[config.mk]
export PLATFORM = sky130hd
export DESIGN_NAME = regalu_datapath
export DESIGN_NICKNAME = d
export VERILOG_FILES = /design/src/rtl/regalu_datapath.sv
export SDC_FILE = /design/constraint.sdc
export NUM_CORES = 1
export LEC_CHECK = 0
export ABC_AREA = 1
export CORE_ASPECT_RATIO = 0.8
export CORE_UTILIZATION = 52
export DETAILED_ROUTE_END_ITERATION = 12
export GPL_TIMING_DRIVEN = 1
export HOLD_SLACK_MARGIN = 0.15
export PLACE_DENSITY = 0.77
export SYNTH_ARGS = -nofsm -noshare
export SYNTH_HDL_FRONTEND = slang
export SYNTH_SLANG_ARGS = --single-unit
[constraint.sdc]
create_clock -name clk -period 2.02 [get_ports clk]
set_input_delay 0.404 -clock clk [delete_from_list [all_inputs] [get_ports clk]]
set_output_delay 0.404 -clock clk [all_outputs]
set_load 0.1 [all_outputs]
[src/rtl/regalu_datapath.sv]
// Register/ALU datapath responding to the op sequencer strobes, with a strobe-order tracker.
// Optional feature: define REGALU_R0_ZERO_EN to make R0 a hard-wired zero register.
module regalu_datapath #(
    parameter int DATA_W = 8,
    parameter int NREG   = 4,
    parameter int PC_W   = 8,
    parameter int AW     = $clog2(NREG)
) (
    input  logic              clk,
    input  logic              reset,
    input  logic              ALU_in1,
    input  logic              ALU_in2,
    input  logic              ALU_tsb_out,
    input  logic              Reg_Dest,
    input  logic              PC_Increment,
    input  logic              Done,
    input  logic [2:0]        op,
    input  logic [AW-1:0]     rs1,
    input  logic [AW-1:0]     rs2,
    input  logic [AW-1:0]     rd,
    input  logic              ld_en,
    input  logic [AW-1:0]     ld_addr,
    input  logic [DATA_W-1:0] ld_data,
    input  logic              err_clr,
    output logic [DATA_W-1:0] alu_bus,
    output logic              alu_bus_vld,
    output logic [PC_W-1:0]   pc,
    output logic              flag_z,
    output logic              flag_c,
    output logic              busy,
    output logic              seq_err
);

`ifdef REGALU_R0_ZERO_EN
    localparam bit R0_ZERO = 1'b1;
`else
    localparam bit R0_ZERO = 1'b0;
`endif

    typedef enum logic [1:0] {S_IDLE, S_HAVE_A, S_HAVE_B, S_RESULT} state_t;

    state_t              r_state;
    logic [DATA_W-1:0]   r_regs [NREG];
    logic [DATA_W-1:0]   r_a;
    logic [DATA_W-1:0]   r_b;
    logic [DATA_W-1:0]   r_result;
    logic                r_carry;
    logic [DATA_W-1:0]   r_pc;
    logic                r_z;
    logic                r_c;
    logic                r_err;

    logic [DATA_W-1:0]   w_aluRes;
    logic                w_aluCarry;
    logic [DATA_W:0]     w_sum;
    logic                w_viol;
    logic                w_destOk;
    logic                w_ldOk;
    logic                w_destWr;

    function automatic logic [DATA_W-1:0] readReg(input logic [AW-1:0] idx);
        return (R0_ZERO && idx == '0) ? '0 : r_regs[idx];
    endfunction

    assign w_viol   = (ALU_in1 && r_state != S_IDLE) || (ALU_in2 && r_state != S_HAVE_A) ||
                      (Reg_Dest && r_state != S_RESULT) || (ALU_tsb_out && r_state != S_RESULT);
    assign w_destOk = Reg_Dest && (r_state == S_RESULT);
    assign w_ldOk   = ld_en && !(R0_ZERO && ld_addr == '0);
    assign w_destWr = w_destOk && !(R0_ZERO && rd == '0);

    always_comb begin
        w_aluRes   = '0;
        w_aluCarry = 1'b0;
        w_sum      = '0;
        case (op)
            3'd0: begin
                w_sum      = {1'b0, r_a} + {1'b0, r_b};
                w_aluRes   = w_sum[DATA_W-1:0];
                w_aluCarry = w_sum[DATA_W];
            end
            3'd1: begin
                w_aluRes   = r_a - r_b;
                w_aluCarry = (r_a < r_b);
            end
            3'd2: w_aluRes = r_a & r_b;
            3'd3: w_aluRes = r_a | r_b;
            3'd4: w_aluRes = r_a ^ r_b;
            3'd5: w_aluRes = ~r_a;
            3'd6: begin
                w_aluRes   = {r_a[DATA_W-2:0], 1'b0};
                w_aluCarry = r_a[DATA_W-1];
            end
            default: w_aluRes = r_b;
        endcase
    end

    // Tracker and operand/result latches; strobes out of order simply do nothing here.
    always_ff @(posedge clk or posedge reset) begin
        if (reset) begin
            r_state  <= S_IDLE;
            r_a      <= '0;
            r_b      <= '0;
            r_result <= '0;
            r_carry  <= 1'b0;
        end else begin
            case (r_state)
                S_IDLE: if (ALU_in1) begin
                    r_a     <= readReg(rs1);
                    r_state <= S_HAVE_A;
                end
                S_HAVE_A: if (ALU_in2) begin
                    r_b     <= readReg(rs2);
                    r_state <= S_HAVE_B;
                end
                S_HAVE_B: begin
                    r_result <= w_aluRes;
                    r_carry  <= w_aluCarry;
                    r_state  <= S_RESULT;
                end
                default: ;
            endcase
            if (Done)
                r_state <= S_IDLE;
        end
    end

    // Reg_Dest is applied after the external load so it wins on an index collision.
    always_ff @(posedge clk or posedge reset) begin
        if (reset) begin
            for (int i = 0; i < NREG; i++)
                r_regs[i] <= '0;
        end else begin
            if (w_ldOk)
                r_regs[ld_addr] <= ld_data;
            if (w_destWr)
                r_regs[rd] <= r_result;
        end
    end

    always_ff @(posedge clk or posedge reset) begin
        if (reset) begin
            r_pc  <= '0;
            r_z   <= 1'b0;
            r_c   <= 1'b0;
            r_err <= 1'b0;
        end else begin
            if (PC_Increment)
                r_pc <= r_pc + 1'b1;
            if (w_destOk) begin
                r_z <= (r_result == '0);
                r_c <= r_carry;
            end
            if (w_viol)
                r_err <= 1'b1;
            else if (err_clr)
                r_err <= 1'b0;
        end
    end

    assign alu_bus     = (ALU_tsb_out && r_state == S_RESULT) ? r_result : '0;
    assign alu_bus_vld = ALU_tsb_out;
    assign pc          = r_pc;
    assign flag_z      = r_z;
    assign flag_c      = r_c;
    assign busy        = (r_state != S_IDLE);
    assign seq_err     = r_err;

endmodule

After elaboration in Yosys (flattened, before gate mapping)
Cells that the tools add are included.
{"block": "totals", "ff_bits": 70, "in_bits": 29, "output_inout_bits": 21, "word_cells": 87}
{"block": "classes", "addsub": 3, "order_cmp": 7, "eq_ne": 13, "mux": 23, "bitwise_logic": 8, "reduce_logical": 20}
{"op": "bitwise mux 32 bit", "count": 2}
{"op": "2-to-1 mux 32 bit", "count": 2}
{"op": "2-to-1 mux 8 bit", "count": 7}
{"op": "case mux 8 bit (7 select lines)", "count": 1}
{"op": "binary-select mux 8 bit (select 2 bit)", "count": 2}
{"op": "demux 8 bit (select 2 bit)", "count": 2}
{"op": "greater-or-equal comparator 3 bit (second input constant)", "count": 4}
{"op": "inverter 2 -> 3 bit", "count": 4}
{"op": "adder 8 x 8 -> 9 bit", "count": 1}
{"op": "equality test 3 bit (second input constant)", "count": 3}
{"op": "adder 8 x 1 -> 8 bit (second input constant)", "count": 1}
{"op": "bitwise AND 8 bit", "count": 1}
{"op": "logical AND 1 bit", "count": 8}
{"op": "logical NOT 8 bit", "count": 1}
{"op": "less-than comparator 8 bit", "count": 1}
{"op": "inverter 8 bit", "count": 1}
{"op": "bitwise OR 8 bit", "count": 1}
{"op": "subtractor 8 bit", "count": 1}
{"op": "bitwise XOR 8 bit", "count": 1}
{"op": "equality test 3 x 2 -> 1 bit (second input constant)", "count": 2}
{"op": "less-than comparator 3 x 1 -> 1 bit (second input constant)", "count": 2}
{"op": "2-to-1 mux 2 bit", "count": 3}
{"op": "!= test 3 bit (second input constant)", "count": 2}
{"op": "case mux 2 bit (3 select lines)", "count": 1}
{"op": "14 further kinds", "count": 20}

Logic depth before layout (Yosys ltp)
{"block": "depth", "ltp_word": 9, "mapped_depth": 14}

Worst setup path after synthesis
OpenSTA, ideal clock, no wires.
{"block": "synth_path", "path_type": "register to output", "startpoint": "register r_state[0]", "endpoint": "output port alu_bus[0]", "t_arrival_ns": 1.963, "slack_ns": -0.347, "path_stages_with_launch": 4, "path_cell_list": "dfrtp_1 > ha_1 > nand2_1 > nor2_1"}
{"block": "synth_between", "elab_chain_len": 3}
{"item": "from (decl)", "line_no": "42", "text": "state_t r_state;"}
{"item": "from (signal assigned)", "line_no": "100", "text": "r_state <= S_IDLE;"}
{"item": "from (signal assigned)", "line_no": "109", "text": "r_state <= S_HAVE_A;"}
{"item": "from (signal assigned)", "line_no": "113", "text": "r_state <= S_HAVE_B;"}
{"item": "equality test 2 bit", "line_no": "160", "text": "assign alu_bus = (ALU_tsb_out && r_state == S_RESULT) ? r_result : '0;"}
{"item": "logical AND 1 bit", "line_no": "160"}
{"item": "2-to-1 mux 8 bit", "line_no": "160"}
{"item": "to (decl)", "line_no": "25", "text": "output logic [DATA_W-1:0] alu_bus,"}
No other way between the ends.

Worst setup path after layout
{"block": "layout_path", "startpoint": "register r_state[0]", "endpoint": "output port alu_bus[6]"}
The elaborated chain is that of the path after synthesis.

==> results.toml <==
[layout]
fin_util_pct = 68.0
drive_above_1_share_pct = 15.5
final-seq-area_sq_um = 1750
syn_to_final_growth_pct = 25.8
n_antenna_cell = 0
fin_nets = 829
num-fill-cells = 734
multiInputGateArea_sq_um = 2720

[global_routing]
grt_pass1_vias = 4761
gr-usage-all-layers_pct = 30.2
grt_overflow = 0
grt_max_degree = 57
antenna_found_initial = 0
grt_pass1_wl_um = 23300

[critical_path]
crit_buf_inv = 1
r2r-start = "r_a[0]$_DFFE_PP0P_"
end_kind = "output pin"
worstPathRequired_ps = 1620
cp_cell_sequence = "ha_1 -> nand2_4 -> nor2_1 -> buf_12"
cpLargestDelayFamily = "flip-flops"
cp-start-kind = "flip-flop"
worst-path-stages = 4
timing.rr.end = "r_result[6]$_DFFE_PP0P_"
worstSetupEndpoint = "alu_bus[6]"
crit_start = "r_state[0]$_DFFE_PP0P_"
reg2reg_slack_ps = 100
worstSetupPathType = "reg -> out"
critPathArrivalTime_ps = 1520
crit_fanout = 8
critPathMaxStageDelay_ps = 390
slowest_stage = "dfrtp_1"
reg2reg_depth = 12

[clock_tree]
cts_hold_buf = 0
path_clk_slew_ps = 50
htreeDepth = 3
cts_buffer_depth = 2
clock_tree.root_cell = "clkbuf_16"
cts.sink_count = 70
cts_buffers = 9
clk_latency_ps = 330
cts_tree = "done"

[timing]
fin_setup_tns_ps = 0
setup_violations = 0
fmax_ghz = 0.519
worst_hold_slack_ps = 394
fin_crit_sh_pct = 95.5
drv_slew = 0
layout_setup_ws_ps = 91.5
min_period_ps = 1930
rsz0062_at_grt = "true"
timing.final.hold_violations = 0
worstMarginPinSlew_ps = 525
skew_ps = 6.66
max-slew-margin-rel_pct = 64.9

[drt]
drtAntennaViolNets = 0
drtIter0Drc = 413
avgViaCountPerCell = 5.77
wl_um = 14700
first_pass_iters = 6
drc = 0
dr_total_vias = 5114
wl_per_cell_um = 16.5

[synthesis]
ys_async_sr_fraction_pct = 100
synthFlopType = "dfrtp_1"
synth_edf_count = 0
syn_area_per_cell_sq_um = 7.21
ys_warn_count = 0
synth.most_common_cell = "nand2_1"
synth_area_leaders = "dfrtp_1, nand2_1, ha_1, inv_1, o21ai_0"
synth_top_cell_by_area = "dfrtp_1"
yosysUniqueCellTypes = 38
synth-seq-cells = 70
synth_cells = 684
netlist_top_cells_count = "nand2_1, inv_1, dfrtp_1, o21ai_0, a21oi_1"
synth_top_area_share_pct = 35.5
yosysSeqAreaShare_pct = 35.5
synth_fp_nets = 745
netlist_area_sq_um = 4930

[place]
hpwl_um = 11400
finalWeightedCongestion = 1.00
preCtsSetupSlack_ps = -30.2
port_buffers = 49

[floorplan]
placeableCoreArea_sq_um = 9110
boundaryPins = 50
die_w_um = 111
start_util_pct = 54.1
num_rows = 31
die_area_sq_um = 9880
die_h_um = 89.1

[worst_hold_path]
hold_path_class = "in -> async"

[run_status]
status = "finished, final reports clean"

[flow_run]
drv_cap = 0

[pwr]
vdd_drop_max_mv = 1.26
leakage_nw = 3.05
finalPower_mw = 9.20
powerDensity_nw_per_um2 = 1480
state kept, by name (all words and copies together) (netlist names):
register	cells
r_regs	32
pc	8
r_a	8
r_b	8
r_result	8
r_state	2
flag_c	1
flag_z	1
r_carry	1
seq_err	1
cell usage in the layout (no fill, tap or decap), drive strengths merged:
cell type	n
or2	1
a21oi	58
buf	70
inv	101
and3b	1
nor3	6
a221oi	2
nand3b	1
o22ai	7
nand2	127
a211oi	1
clkinv	3
o2111ai	1
fa	2
clkdlybuf4s50	28
dfrtp	70
ha	30
xor2	5
xnor2	1
nand4	10
o31ai	1
o21ai	77
mux2	1
clkinvlp	1
nand3	44
and2	2
o211ai	24
nor2	58
clkbuf	13
a31oi	26
cell families after synthesis:
| logic type | after synthesis | share of synthesized area, % |
|---|---|---|
| adder cells (fa/ha/maj) | 32 | 8.43 |
| AO/OA/AOI/OAI | 197 | 22.4 |
| AND/OR/NAND/NOR | 250 | 22.1 |
| multiplexers | 1 | 0.228 |
| buffers and inverters | 128 | 10.3 |
| flip-flops | 70 | 35.5 |
| XOR/XNOR | 6 | 1.07 |
layout make-up:
class	instances	area share [%]
clock buffer	13	3.87
sequential	70	28.2
tap	115	2.32
multi-input combinational	486	43.9
inverter	103	6.30
clock inverter	2	0.161
timing repair buffer	98	15.2
metrics by stage:
step / instance area, sq um / std cells
2_1_floorplan: 4930 / 684
3_3_place_gp: 5890 / 871
3_5_place_dp: 5890 / 871
4_1_cts: 6140 / 886
5_1_grt: 6200 / 887
6_report: 6200 / 887
layer usage:
| metal | part of all wire [%] | routed length (um) | GRT usage, % | vias up |
|---|---|---|---|---|
| li1 | - | - | - | 2464 |
| met1 | 45 | 6590 | 41.4 | 2389 |
| met2 | 46 | 6710 | 48.9 | 231 |
| met3 | 7.8 | 1140 | 6.64 | 30 |
| met4 | 1.5 | 225 | 8.48 | 0 |
| met5 | 0 | 0 | 0 | - |
where the power goes:
part           internal, mW  switching [mW]
combinational          2.01            3.54
clock                 0.821           0.561
sequential             1.91           0.375
total                  4.73            4.47
how the worst min path moves through the flow:
stage	startpoint	endpoint	depth (start not counted)
2_1_floorplan	Done	r_state[0]$_DFFE_PP0P_	1
3_3_place_gp	pc[7]$_DFFE_PP0P_	pc[7]$_DFFE_PP0P_	1
3_5_place_dp	pc[7]$_DFFE_PP0P_	pc[7]$_DFFE_PP0P_	1
4_1_cts	reset	r_state[0]$_DFFE_PP0P_	2
5_1_grt	reset	flag_z$_DFFE_PP0P_	2
6_report	reset	flag_z$_DFFE_PP0P_	2
repair_timing:
action | CTS | global route
setup buffers | 0 | 1
gates resized for setup | 0 | 19
endpoints found under the setup margin | 7 | 14
pin swaps | 0 | 2
Note: power is estimated with default switching activity, not from simulation.
